`config.mk`:
```
export PLATFORM = sky130hd
export DESIGN_NAME = main_control_fsm
export DESIGN_NICKNAME = d
export VERILOG_FILES = /design/src/rtl/main_control_fsm_pkg.sv /design/src/rtl/main_control_fsm_opcode_class_decode.sv /design/src/rtl/main_control_fsm.sv
export SDC_FILE = /design/constraint.sdc
export NUM_CORES = 1
export LEC_CHECK = 0
export BUFFER_PORTS_ARGS = -buffer_cell sky130_fd_sc_hd__buf_2
export CAP_MARGIN = 20
export CORE_UTILIZATION = 47
export CTS_CLUSTER_SIZE = 12
export DETAILED_ROUTE_END_ITERATION = 8
export GPL_ROUTABILITY_DRIVEN = 0
export PLACE_DENSITY = 0.76
export REMOVE_ABC_BUFFERS = 1
export SLEW_MARGIN = 20
export SYNTH_ARGS = -nofsm -noshare
export SYNTH_HDL_FRONTEND = slang
export SYNTH_SLANG_ARGS = --single-unit
```
`constraint.sdc`:
```
create_clock -name clk -period 2.1 [get_ports clk]
set_input_delay 0.315 -clock clk [delete_from_list [all_inputs] [get_ports clk]]
set_output_delay 0.315 -clock clk [all_outputs]
set_load 0.02 [all_outputs]
```
`src/rtl/main_control_fsm_pkg.sv`:
```
// Shared definitions for the multicycle main control unit.
// Holds the RV32I-subset opcode constants, the alu_cmd class codes (shared
// with the ALU control block), the latched instruction class encodings, the
// FSM state encodings and small helpers that map a class to its ALU operands.
package main_control_fsm_pkg;

    // Supported major opcodes (instr[6:0])
    localparam logic [6:0] OP_RTYPE  = 7'b0110011;
    localparam logic [6:0] OP_ITYPE  = 7'b0010011;
    localparam logic [6:0] OP_LOAD   = 7'b0000011;
    localparam logic [6:0] OP_STORE  = 7'b0100011;
    localparam logic [6:0] OP_BRANCH = 7'b1100011;

    // alu_cmd class codes consumed by ALU control together with funct3/funct7
    localparam logic [3:0] ALU_CMD_RTYPE = 4'b0000;
    localparam logic [3:0] ALU_CMD_ITYPE = 4'b0001;
    localparam logic [3:0] ALU_CMD_STYPE = 4'b0010;
    localparam logic [3:0] ALU_CMD_BTYPE = 4'b0011;

    // Instruction class latched in DECODE
    localparam logic [2:0] CLS_R      = 3'd0;
    localparam logic [2:0] CLS_I      = 3'd1;
    localparam logic [2:0] CLS_LOAD   = 3'd2;
    localparam logic [2:0] CLS_STORE  = 3'd3;
    localparam logic [2:0] CLS_BRANCH = 3'd4;

    // FSM state encodings
    localparam logic [2:0] ST_IDLE   = 3'd0;
    localparam logic [2:0] ST_FETCH  = 3'd1;
    localparam logic [2:0] ST_DECODE = 3'd2;
    localparam logic [2:0] ST_EXEC   = 3'd3;
    localparam logic [2:0] ST_MEM    = 3'd4;
    localparam logic [2:0] ST_WB     = 3'd5;
    localparam logic [2:0] ST_TRAP   = 3'd6;

    // ALU class code used while an instruction of class cls owns the ALU
    function automatic logic [3:0] class_alu_cmd(input logic [2:0] cls);
        logic [3:0] cmd;
        case (cls)
            CLS_R:      cmd = ALU_CMD_RTYPE;
            CLS_STORE:  cmd = ALU_CMD_STYPE;
            CLS_BRANCH: cmd = ALU_CMD_BTYPE;
            default:    cmd = ALU_CMD_ITYPE;
        endcase
        return cmd;
    endfunction

    // Operand B is the immediate for I-ALU, loads and stores
    function automatic logic class_uses_imm(input logic [2:0] cls);
        return (cls == CLS_I) || (cls == CLS_LOAD) || (cls == CLS_STORE);
    endfunction

endpackage

```
`src/rtl/main_control_fsm_opcode_class_decode.sv`:
```
// Combinational opcode classifier used by the DECODE step.
// Ports:
//   opcode_i  instr[6:0]
//   cls_o     instruction class (CLS_*), CLS_I when not valid
//   valid_o   1 when the opcode belongs to the supported subset
module opcode_class_decode
    import main_control_fsm_pkg::*;
(
    input  logic [6:0] opcode_i,
    output logic [2:0] cls_o,
    output logic       valid_o
);

    always_comb begin
        cls_o   = CLS_I;
        valid_o = 1'b1;
        case (opcode_i)
            OP_RTYPE:  cls_o = CLS_R;
            OP_ITYPE:  cls_o = CLS_I;
            OP_LOAD:   cls_o = CLS_LOAD;
            OP_STORE:  cls_o = CLS_STORE;
            OP_BRANCH: cls_o = CLS_BRANCH;
            default:   valid_o = 1'b0;
        endcase
    end

endmodule

```
`src/rtl/main_control_fsm.sv`:
```
// Multicycle main control unit for the RV32I-subset datapath.
// Steps each instruction through FETCH/DECODE/EXEC/MEM/WB and drives the
// datapath enables, memory requests and the alu_cmd class code.
// Ports:
//   clk, rst              clock and synchronous active-high reset
//   opcode                instr[6:0] from the instruction register
//   zero                  ALU zero flag, used for beq in EXEC
//   imem_ready/dmem_ready single-cycle completion pulses from memories
//   imem_req, ir_load     instruction fetch request / IR load enable
//   dmem_req, dmem_we     data memory request / write qualifier
//   alu_cmd, alu_src      ALU class code / immediate operand select
//   reg_write, mem_to_reg register write enable / writeback source
//   pc_load, pc_src       PC update enable / PC+imm select
//   illegal               sticky unsupported-opcode flag
//   instret               retired-instruction counter
module main_control_fsm
    import main_control_fsm_pkg::*;
#(
    parameter int unsigned CNT_W = 32,
    parameter int unsigned CMD_W = 4
) (
    input  logic             clk,
    input  logic             rst,
    input  logic [6:0]       opcode,
    input  logic             zero,
    input  logic             imem_ready,
    input  logic             dmem_ready,
    output logic             imem_req,
    output logic             ir_load,
    output logic             dmem_req,
    output logic             dmem_we,
    output logic [CMD_W-1:0] alu_cmd,
    output logic             alu_src,
    output logic             reg_write,
    output logic             mem_to_reg,
    output logic             pc_load,
    output logic             pc_src,
    output logic             illegal,
    output logic [CNT_W-1:0] instret
);

    logic [2:0]       state_q, state_d;
    logic [2:0]       cls_q, cls_d;
    logic             illegal_q, illegal_d;
    logic [CNT_W-1:0] instret_q;

    logic [2:0]       dec_cls;
    logic             dec_valid;

    opcode_class_decode u_decode (
        .opcode_i (opcode),
        .cls_o    (dec_cls),
        .valid_o  (dec_valid)
    );

    // ir_load and the store retire pulse follow the ready inputs directly so
    // the single-cycle ready pulse is consumed in the cycle it arrives.
    always_comb begin
        state_d    = state_q;
        cls_d      = cls_q;
        illegal_d  = illegal_q;
        imem_req   = 1'b0;
        ir_load    = 1'b0;
        dmem_req   = 1'b0;
        dmem_we    = 1'b0;
        alu_cmd    = CMD_W'(ALU_CMD_ITYPE);
        alu_src    = 1'b0;
        reg_write  = 1'b0;
        mem_to_reg = 1'b0;
        pc_load    = 1'b0;
        pc_src     = 1'b0;
        case (state_q)
            ST_IDLE: state_d = ST_FETCH;
            ST_FETCH: begin
                imem_req = 1'b1;
                if (imem_ready) begin
                    ir_load = 1'b1;
                    state_d = ST_DECODE;
                end
            end
            ST_DECODE: begin
                if (dec_valid) begin
                    cls_d   = dec_cls;
                    state_d = ST_EXEC;
                end else begin
                    illegal_d = 1'b1;
                    state_d   = ST_TRAP;
                end
            end
            ST_EXEC: begin
                alu_cmd = CMD_W'(class_alu_cmd(cls_q));
                alu_src = class_uses_imm(cls_q);
                case (cls_q)
                    CLS_BRANCH: begin
                        pc_load = 1'b1;
                        pc_src  = zero;
                        state_d = ST_FETCH;
                    end
                    CLS_LOAD, CLS_STORE: state_d = ST_MEM;
                    default:             state_d = ST_WB;
                endcase
            end
            ST_MEM: begin
                alu_cmd  = CMD_W'(class_alu_cmd(cls_q));
                alu_src  = class_uses_imm(cls_q);
                dmem_req = 1'b1;
                dmem_we  = (cls_q == CLS_STORE);
                if (dmem_ready) begin
                    if (cls_q == CLS_STORE) begin
                        pc_load = 1'b1;
                        state_d = ST_FETCH;
                    end else begin
                        state_d = ST_WB;
                    end
                end
            end
            ST_WB: begin
                alu_cmd    = CMD_W'(class_alu_cmd(cls_q));
                alu_src    = class_uses_imm(cls_q);
                reg_write  = 1'b1;
                mem_to_reg = (cls_q == CLS_LOAD);
                pc_load    = 1'b1;
                state_d    = ST_FETCH;
            end
            ST_TRAP: state_d = ST_TRAP;
            default: state_d = ST_IDLE;
        endcase
    end

    always_ff @(posedge clk) begin
        if (rst) begin
            state_q   <= ST_IDLE;
            cls_q     <= CLS_I;
            illegal_q <= 1'b0;
            instret_q <= '0;
        end else begin
            state_q   <= state_d;
            cls_q     <= cls_d;
            illegal_q <= illegal_d;
            if (pc_load) begin
                instret_q <= instret_q + CNT_W'(1);
            end
        end
    end

    assign illegal = illegal_q;
    assign instret = instret_q;

endmodule

```
### After elaboration in Yosys (flattened, before gate mapping)

Cells that the tools add are included.

* register bits: 39
* logic and storage cells: 58
* output and inout bits: 46

* mux-type cells: 24
* eq/ne operators: 17
* reduce and logical (&&, ||, !) cells: 11
* bitwise gates (word level): 1
* add/sub/neg operators: 1

Operator list (number)
* 32-bit by 1-bit adder with 32-bit output, second input constant: 1
* 3-bit case mux with 6 select lines: 1
* 7-bit by 6-bit equality test with 1-bit output, second input constant: 2
* 1-bit 2-to-1 mux: 14
* 3-bit by 2-bit equality test with 1-bit output, second input constant: 4
* 3-bit equality test, second input constant: 4
* 3-bit 2-to-1 mux: 4
* 3-bit case mux with 4 select lines: 1
* 7-bit by 2-bit equality test with 1-bit output, second input constant: 1
* 7-bit by 5-bit equality test with 1-bit output, second input constant: 1
* 7-bit equality test, second input constant: 1
* 3-bit by 1-bit equality test with 1-bit output, second input constant: 2
* 3-bit logical NOT: 2
* 2-bit case mux with 3 select lines: 1
* 3-bit case mux with 2 select lines: 1
* 2-bit AND reduction: 3
* 5-bit OR reduction: 1
* 2-bit inequality test, second input constant: 2
* 2-bit OR reduction: 2
* 1-bit case mux with 3 select lines: 1
* 3-bit OR reduction: 1
* 1-bit logical OR: 2
* 2-bit 2-to-1 mux: 1
* 1-bit inverter: 1

### Logic depth before layout (Yosys ltp)

Gate-level depths: netlist (run 1).

* word-level depth: 5
* depth in mapped cells: 8
* gate-level depth less buffers: 5

### By module

From an unflattened synthesis (run 1), not the netlist that was laid out.

* cell total of the unflattened synthesis: 258
* area total of the unflattened synthesis: 2045.7 sq um

By module, submodules not included
* main_control_fsm: cells an instance 247, area an instance 1974.4 sq um, times used 1
* opcode_class_decode: cells an instance 11, area an instance 71.3 sq um, times used 1

### Worst setup path before layout (run 1)

Ideal clock, no wire load.

* kind: reg2out
* start point: reg state_q[2]
* end point: out mem_to_reg
* setup slack: -375 ps
* data arrival time: 2160 ps
* buffers on the path: 3
* cell stages (with the launch flop): 7
* path through: dfxtp_1 > buf_2 > and2b_1 > and2_1 > buf_2 > clkbuf_1 > nor4b_1

* cells in the longest elaborated chain, start to end: 2

Ends and longest elaborated chain
* from (decl): line main_control_fsm.sv:42 `logic [2:0] state_q, state_d;`
* from (signal assigned): line main_control_fsm.sv:137 `state_q <= state_d;`
* 3-bit equality test: line main_control_fsm.sv:72 `case (state_q)`
* 1-bit 2-to-1 mux: line main_control_fsm.sv:72
* to (decl): line main_control_fsm.sv:35 `output logic mem_to_reg,`

Every way passes these cells.

### Worst setup path after layout (run 1)

* start point: reg instret_q[25], in the netlist instret[25]
* end point: reg instret_q[31], in the netlist instret[31]

* cells in the longest elaborated chain, start to end: 1

Ends and longest elaborated chain
* from (decl): line main_control_fsm.sv:45 `logic [CNT_W-1:0] instret_q;`
* from (signal assigned): line main_control_fsm.sv:141 `instret_q <= instret_q + CNT_W'(1);`
* 32-bit by 1-bit adder with 32-bit output: line main_control_fsm.sv:141

Every way passes these cells.
A chain may end at the register's enable or synchronous reset.

==> implementation parameters, run 1 <==
Parameter                              Value

Status
  Result of the run    finished, final reports clean

Routing
  Drt wl/cell    13.8 microns
  Iter 0 DRT Violations    105
  First-pass iteration count of the detailed router    4
  Average via count per standard cell    5.71
  DRT Wirelength    5220 microns
  Number of remaining DRC errors    0
  Number of vias after detailed routing    2153
  Count of antenna-violating nets left after detailed routing    0

Floorplanning
  Top Ports    58
  Cell row count    23
  Floorplan die height    68.8 microns
  Effective utilization at floorplan    0.506
  DIE WIDTH    68.8 microns
  Die Footprint    4730 sq um
  Placeable core region    4140 sq um

Pwr
  PwrDens    619 nW/um^2
  Total Power    1.63 mW
  Leakage power figure    1.11 nW
  Worst voltage drop across the vdd grid    0.515 mV

Worst setup path
  Data arrival at the endpoint of the critical path    2.28 ns
  Startpoint type of the worst setup path    register
  Crit Path Category    register to register
  Sort of element at the end of the critical path    register
  Destination of the worst register-to-register timing path    instret[31]$_SDFFE_PP0P_
  Data required time at the worst endpoint    2.32 ns
  Source of the worst register-to-register timing path    instret[25]$_SDFFE_PP0P_
  Largest fanout on the critical path    6
  Number of cells on the worst reg-to-reg path    5
  Internal reg-to-reg setup slack    0.04 ns

Cells and area
  Share of post-route cells with drive strength above 1    0.287
  Post-route core utilization    0.637
  Final Net Count    339
  Signed area change from the synthesized netlist to the final layout    25.8%
  Final design instance area without fill    2640 sq um
  Count of inserted antenna diode cells    0

Clocking
  Number of buffers inserted during clock tree synthesis    5
  Clock latency at the later pin of the worst-skew pair    0.29 ns
  Master cell of the clock root buffer    sky130_fd_sc_hd__clkbuf_8
  Max H-tree Level    2
  Sinks on Clock Net    39
  Max Buffers Root-to-Sink    2
  TritonCTS clock tree    done
  Clock transition at path regs    0.07 ns

Global routing
  Initial antenna violation count    0
  Grt total ovfl    0
  Vias in the first global route    1850
  Total track usage    0.236
  Pin count of the biggest net entering global routing    44
  First-pass GRT wire length    8380 microns

Synthesis
  Synth cell count leaders    sky130_fd_sc_hd__dfxtp_1 (39), sky130_fd_sc_hd__nor2_1 (28), sky130_fd_sc_hd__a21oi_1 (22)
  Top area cells in the synthesized netlist    sky130_fd_sc_hd__dfxtp_1 (37%), sky130_fd_sc_hd__xor2_1 (6.3%), sky130_fd_sc_hd__a21oi_1 (5.3%)
  Number of enable-type register cells in the synthesized netlist    0
  Post-synthesis cell type with the largest combined area    sky130_fd_sc_hd__dfxtp_1
  Mean post-synth cell area    8.13 sq um
  Number of synthesis warnings    0
  Fraction of the yosys area taken by sequential cells    0.372
  Register bit total from synthesis    39
  Leading cell type by number of instances after synthesis    sky130_fd_sc_hd__dfxtp_1
  Area of the mapped netlist    2100 sq um
  Top_reg_cell synth    sky130_fd_sc_hd__dfxtp_1
  Async set-or-reset flop fraction in the synthesized netlist    0
  Count of cell types in the netlist    45
  Cell count after synthesis    258
  Synth top area share    0.372

Placement
  Count of buffers inserted at the top-level ports    55
  Detail Placement HPWL    3820 microns
  Post-Place Cell Area    2480 sq um

Hold path
  Source of the worst hold timing path    imem_ready
  Hold depth    3
  Hold endpoint    state_q[0]$_SDFFE_PP0P_
  Type of the tightest min-delay check    primary input to register

Timing
  Transition time of the tightest slew-check pin    0.758 ns
  Post-layout min period    2.06 ns
  Worst slew slack as a fraction of its limit    0.494
  Final worst path period share    0.982
  Final Max Tran Viols    0
  Worst hold slack across all endpoints    0.329 ns
  Total of endpoints with negative setup slack in the final report    0
  Final setup skew    0.00403 ns
  Unrepaired setup endpoints after global routing    no
  Top achievable clock speed    485 MHz
  Final hold viol count    0
  Total negative slack    0 ns

Flow run
  Max-capacitance violation count    0
==> worst max-delay path, cell delays in order, from the launching register on <==
cell and delay, ns:
sky130_fd_sc_hd__dfxtp_1 0.41, sky130_fd_sc_hd__nand3_1 0.14, sky130_fd_sc_hd__nor4_1 0.51, sky130_fd_sc_hd__o211ai_1 0.25, sky130_fd_sc_hd__or4_1 0.54, sky130_fd_sc_hd__a21oi_1 0.15
==> metrics by stage <==
step / worst slack (ns) / std cells
CTS: 0.0450 / 375
floorplan: -0.214 / 244
finish: 0.0382 / 377
global placement: 0.163 / 365
detailed placement: 0.0921 / 365
global route: 0.00370 / 377
==> cell usage in the layout (no fill, tap or decap), types with 3 or more instances in the layout <==
master,synthesis,final
sky130_fd_sc_hd__a21oi_1,22,22
sky130_fd_sc_hd__and2_1,7,6
sky130_fd_sc_hd__buf_2,3,55
sky130_fd_sc_hd__buf_4,2,18
sky130_fd_sc_hd__clkbuf_8,0,7
sky130_fd_sc_hd__dfxtp_1,39,37
sky130_fd_sc_hd__inv_1,10,10
sky130_fd_sc_hd__nand2_1,13,13
sky130_fd_sc_hd__nand3_1,9,9
sky130_fd_sc_hd__nand3b_1,3,3
sky130_fd_sc_hd__nand4_1,5,5
sky130_fd_sc_hd__nor2_1,28,27
sky130_fd_sc_hd__nor2b_1,7,7
sky130_fd_sc_hd__nor3_1,6,6
sky130_fd_sc_hd__nor4_1,3,3
sky130_fd_sc_hd__o2111ai_1,7,7
sky130_fd_sc_hd__o211ai_1,6,6
sky130_fd_sc_hd__o21ai_0,15,15
sky130_fd_sc_hd__o22ai_1,3,3
sky130_fd_sc_hd__o31ai_1,6,6
sky130_fd_sc_hd__or3_1,6,6
sky130_fd_sc_hd__or4_1,8,8
sky130_fd_sc_hd__xor2_1,15,15
==> worst max-delay path by stage <==
| stage | from | end | slack [ns] | cells after the start |
|---|---|---|---|---|
| after global placement | cls_q[0]$_SDFFE_PP1P_ | instret[27]$_SDFFE_PP0P_ | 0.16 | 5 |
| final | instret[25]$_SDFFE_PP0P_ | instret[31]$_SDFFE_PP0P_ | 0.04 | 5 |
| after global routing | instret[25]$_SDFFE_PP0P_ | instret[31]$_SDFFE_PP0P_ | 0.004 | 5 |
| after CTS | state_q[1]$_SDFFE_PP0P_ | pc_load | 0.05 | 6 |
| after detailed placement | state_q[2]$_SDFFE_PP0P_ | instret[27]$_SDFFE_PP0P_ | 0.09 | 5 |
| after floorplan | state_q[2]$_SDFFE_PP0P_ | mem_to_reg | -0.21 | 3 |
==> sequential cells by signal, indices dropped and copies added, names as in the netlist <==
name	count
illegal	1
cls_q	3
instret	32
state_q	3
==> report_power, final <==
group          total, mW  switching [mW]  leakage, nW  internal [mW]
combinational      0.293           0.178        0.749          0.115
sequential         0.786          0.0244        0.315          0.762
clock              0.554           0.254       0.0515          0.300
total               1.63           0.457         1.11           1.18
==> what timing repair did <==
item                                   CTS  global route
setup buffers                            2             2
hold buffers                             0             0
setup endpoints to repair                2             6
endpoints found under the hold margin    0             0
gates resized for setup                  4             4
pin swaps                                0             1
==> routing by layer <==
metal | share of wire | track usage
met5 | 0 | 0
met1 | 0.47 | 0.310
met2 | 0.47 | 0.388
met4 | 0.0092 | 0.0740
met3 | 0.048 | 0.0461
==> area by class of cell <==
| cell class | count | area [sq um] |
|---|---|---|
| flip-flops and latches | 39 | 783 |
| inverters | 10 | 37.5 |
| clock buffers | 8 | 100 |
| fillers | 373 | 1510 |
| repair buffers | 75 | 433 |
| multi-input cells | 195 | 1220 |
| well taps | 50 | 62.6 |
==> kinds of logic (layout without fill, tap and decap cells) <==
group | count (synthesis) | count (layout) | synth area share
other | 1 | 2 | 0.00179
muxes | 2 | 2 | 0.0107
xor gates and xnor gates | 16 | 16 | 0.0668
buffers and inverters | 25 | 93 | 0.0537
DFF | 39 | 39 | 0.372
AOI/OAI and AO/OA | 67 | 67 | 0.207
and+or+nand+nor | 107 | 107 | 0.282
adders and majority gates | 1 | 1 | 0.00597
No activity file was read; power rests on OpenSTA's default activity.
==> inputs of run 2 (changes only) <==
Settings changed: ABC_AREA set to 1, CORE_UTILIZATION 47 to 48, SLEW_MARGIN 20 to 30.
==> run 2 against run 1 <==
The flow now finishes with violations (DRC). Design area rose by 2.7%. Synthesized cell count increased by 48%. Sequential share of layout area decreased by 0.87 points. Total power is 19% higher. Clock skew is 0.0012 ns higher. Via count increased by 17%. Clock-buffer cell count fell by 2. Routed wire length rose by 2.2%. Non-clock buffer count is 16 lower. Synthesized area is 9.1% higher. Setup slack better by 0.17 ns. Hold slack got worse by 0.079 ns.
==> implementation parameters, run 2 <==
Parameter                              Value

Cells and area
  Commonest cells after routing, fill and taps aside    sky130_fd_sc_hd__nand2_1 (104), sky130_fd_sc_hd__nor2_1 (86), sky130_fd_sc_hd__buf_2 (55), sky130_fd_sc_hd__inv_1 (44), sky130_fd_sc_hd__dfxtp_1 (39)
  Most common cell after layout, fill and taps aside    sky130_fd_sc_hd__nand2_1
  Share of post-route cells with drive strength above 1    0.188 (-0.0993)
  Final Net Count    453 (+34%)
  Flip-flop count of the largest register after layout    32 (unchanged)
  Layout Cells excl Fill    493 (+31%)
  Final design instance area without fill    2710 sq um (+2.7%)
  Count of inserted antenna diode cells    0 (unchanged)
  Signed area change from the synthesized netlist to the final layout    18.4%

Synthesis
  Fraction of the yosys area taken by sequential cells    0.341 (-0.0311)
  Post-synthesis cell type with the largest combined area    sky130_fd_sc_hd__dfxtp_1
  Top area cells in the synthesized netlist    sky130_fd_sc_hd__dfxtp_1 (34%), sky130_fd_sc_hd__nand2_1 (17%), sky130_fd_sc_hd__nor2_1 (14%)
  Number of enable-type register cells in the synthesized netlist    0 (unchanged)
  Synth top area share    0.341 (-0.0311)
  Number of synthesis warnings    0 (unchanged)
  Top_reg_cell synth    sky130_fd_sc_hd__dfxtp_1
  Synth cell count leaders    sky130_fd_sc_hd__nand2_1 (104), sky130_fd_sc_hd__nor2_1 (86), sky130_fd_sc_hd__inv_1 (44)
  Count of cell types in the netlist    26 (-42%)
  Leading cell type by number of instances after synthesis    sky130_fd_sc_hd__nand2_1
  Area of the mapped netlist    2290 sq um (+9.1%)
  Async set-or-reset flop fraction in the synthesized netlist    0 (unchanged)
  Mean post-synth cell area    5.98 sq um (-26%)
  Register bit total from synthesis    39 (unchanged)
  Cell count after synthesis    383 (+48%)

Clocking
  Number of buffers inserted during clock tree synthesis    5 (unchanged)
  Number of post-CTS setup repair buffers    0 (-2)
  Max Buffers Root-to-Sink    2 (unchanged)
  Number of hold buffers added after CTS    0 (unchanged)
  Max H-tree Level    2 (unchanged)
  TritonCTS clock tree    done
  Clock latency at the later pin of the worst-skew pair    0.29 ns (about the same)
  Gates resized, CTS repair    0 (-4)
  Sinks on Clock Net    39 (unchanged)
  Clock transition at path regs    0.08 ns (about the same)
  Master cell of the clock root buffer    sky130_fd_sc_hd__clkbuf_8

Routing
  Average via count per standard cell    5.11 (-11%)
  Number of vias after detailed routing    2519 (+17%)
  Iter 0 DRT Violations    224 (+110%)
  Number of remaining DRC errors    3 (+3)
  DRT Wirelength    5340 microns (+2.2%)
  Drt wl/cell    10.8 microns (-22%)
  Count of antenna-violating nets left after detailed routing    0 (unchanged)
  First-pass iteration count of the detailed router    8 (+4)

Status
  Failing checks    DRC
  Result of the run    finished, violations left

Pwr
  Leakage power figure    1.36 nW (+22%)
  Worst voltage drop across the vdd grid    0.601 mV (+17%)
  PwrDens    714 nW/um^2 (+15%)

Timing
  Final Max Tran Viols    0 (unchanged)
  Worst slew slack as a fraction of its limit    0.587 (+0.0925)
  Final setup skew    0.00523 ns (+0.00121 ns)
  Final worst path period share    0.899 (-0.0823)
  Unrepaired setup endpoints after global routing    no
  Total negative slack    0 ns (unchanged)
  Transition time of the tightest slew-check pin    0.619 ns (-0.139 ns)
  Final hold viol count    0 (unchanged)
  Post-layout min period    1.89 ns (-0.173 ns)
  Top achievable clock speed    529 MHz (+9.2%)
  Total of endpoints with negative setup slack in the final report    0 (unchanged)

Global routing
  First-pass GRT wire length    9130 microns (+8.9%)
  Initial antenna violation count    0 (unchanged)
  Vias in the first global route    2244 (+21%)
  Grt total ovfl    0 (unchanged)
  Pin count of the biggest net entering global routing    22 (-50%)
  Total track usage    0.223 (-0.0131)

Worst setup path
  Destination of the worst register-to-register timing path    instret[30]$_SDFFE_PP0P_
  Largest fanout on the critical path    11 (+5)
  Internal reg-to-reg setup slack    0.31 ns (+0.27 ns)
  End point of the critical path    pc_load
  Crit Path Category    register to output port
  Number of cells on the worst reg-to-reg path    10 (+5)
  Data arrival at the endpoint of the critical path    1.57 ns (-0.71 ns)
  Startpoint type of the worst setup path    register
  Data required time at the worst endpoint    1.78 ns (-0.54 ns)
  Critical path startpoint    state_q[0]$_SDFFE_PP0P_
  Source of the worst register-to-register timing path    instret[1]$_SDFFE_PP0P_
  Sort of element at the end of the critical path    output port

Floorplanning
  DIE WIDTH    71.0 microns (+3.3%)
  Die Footprint    5050 sq um (+6.6%)
  Cell row count    24 (+4.3%)
  Top Ports    58 (unchanged)
  Effective utilization at floorplan    0.511 (+0.00543)
  Placeable core region    4470 sq um (+8.0%)
  Floorplan die height    71.0 microns (+3.3%)

Hold path
  Type of the tightest min-delay check    primary input to register

Placement
  Placed cells    485 (+33%)
  Post-Place Cell Area    2590 sq um (+4.4%)
  Detail Placement HPWL    4100 microns (+7.3%)
  Count of buffers inserted at the top-level ports    55 (unchanged)

Flow run
  Max-capacitance violation count    0 (unchanged)
[run 2: per-stage QoR]
stage | total power, mW | hold slack, ns | utilization | worst slack [ns]
2_1_floorplan | 1.17 | 0.384 | - | 0.311
3_3_place_gp | 1.29 | 0.439 | 0.579 | 0.414
3_5_place_dp | 1.30 | 0.441 | 0.579 | 0.342
4_1_cts | 1.95 | 0.250 | 0.606 | 0.214
5_1_grt | 2.05 | 0.261 | 0.606 | 0.0665
6_report | 1.94 | 0.250 | 0.606 | 0.211
[run 2: cell families after synthesis]
logic type | Yosys count | synth area share
simple gates | 252 | 0.465
buf+inv | 55 | 0.104
flops | 39 | 0.341
compound gates | 35 | 0.0820
fa+ha+maj | 1 | 0.00547
other cells | 1 | 0.00164
[run 2: layer usage]
layer / global-route usage / up-vias / part of all wire
li1: - / 1305 / -
met1: 0.269 / 1141 / 0.45
met2: 0.395 / 66 / 0.48
met3: 0.0427 / 7 / 0.062
met4: 0.0800 / 0 / 0.011
met5: 0 / - / 0
[run 2: worst max-delay path, stage by stage, from the launching register on]
cell and delay (ns):
sky130_fd_sc_hd__dfxtp_1 0.42, sky130_fd_sc_hd__nand2_1 0.11, sky130_fd_sc_hd__nor2_2 0.17, sky130_fd_sc_hd__nand2_1 0.12, sky130_fd_sc_hd__nand3_2 0.23, sky130_fd_sc_hd__buf_2 0.22
[run 2: worst min-delay path by stage]
stage                         start                     to  depth (start not counted)
6_report                        rst   illegal$_SDFFE_PP0P_                          2
3_5_place_dp   illegal$_SDFFE_PP0P_   illegal$_SDFFE_PP0P_                          2
5_1_grt                         rst   illegal$_SDFFE_PP0P_                          2
2_1_floorplan                   rst  cls_q[2]$_SDFFE_PP0P_                          1
4_1_cts                         rst   illegal$_SDFFE_PP0P_                          2
3_3_place_gp   illegal$_SDFFE_PP0P_   illegal$_SDFFE_PP0P_                          2
[run 2: final cells by class]
| class | count | area (sq um) |
|---|---|---|
| tap | 52 | 65.1 |
| clock inverter | 2 | 35.0 |
| clock buffer | 6 | 82.6 |
| sequential | 39 | 781 |
| inverter | 45 | 169 |
| fill | 459 | 1760 |
| timing repair buffer | 59 | 305 |
| multi-input combinational | 290 | 1270 |
[run 2: power breakdown]
group	total, mW	switching (mW)	internal, mW
logic	0.458	0.311	0.148
registers	0.824	0.0465	0.777
clock network	0.654	0.269	0.385
total	1.94	0.627	1.31
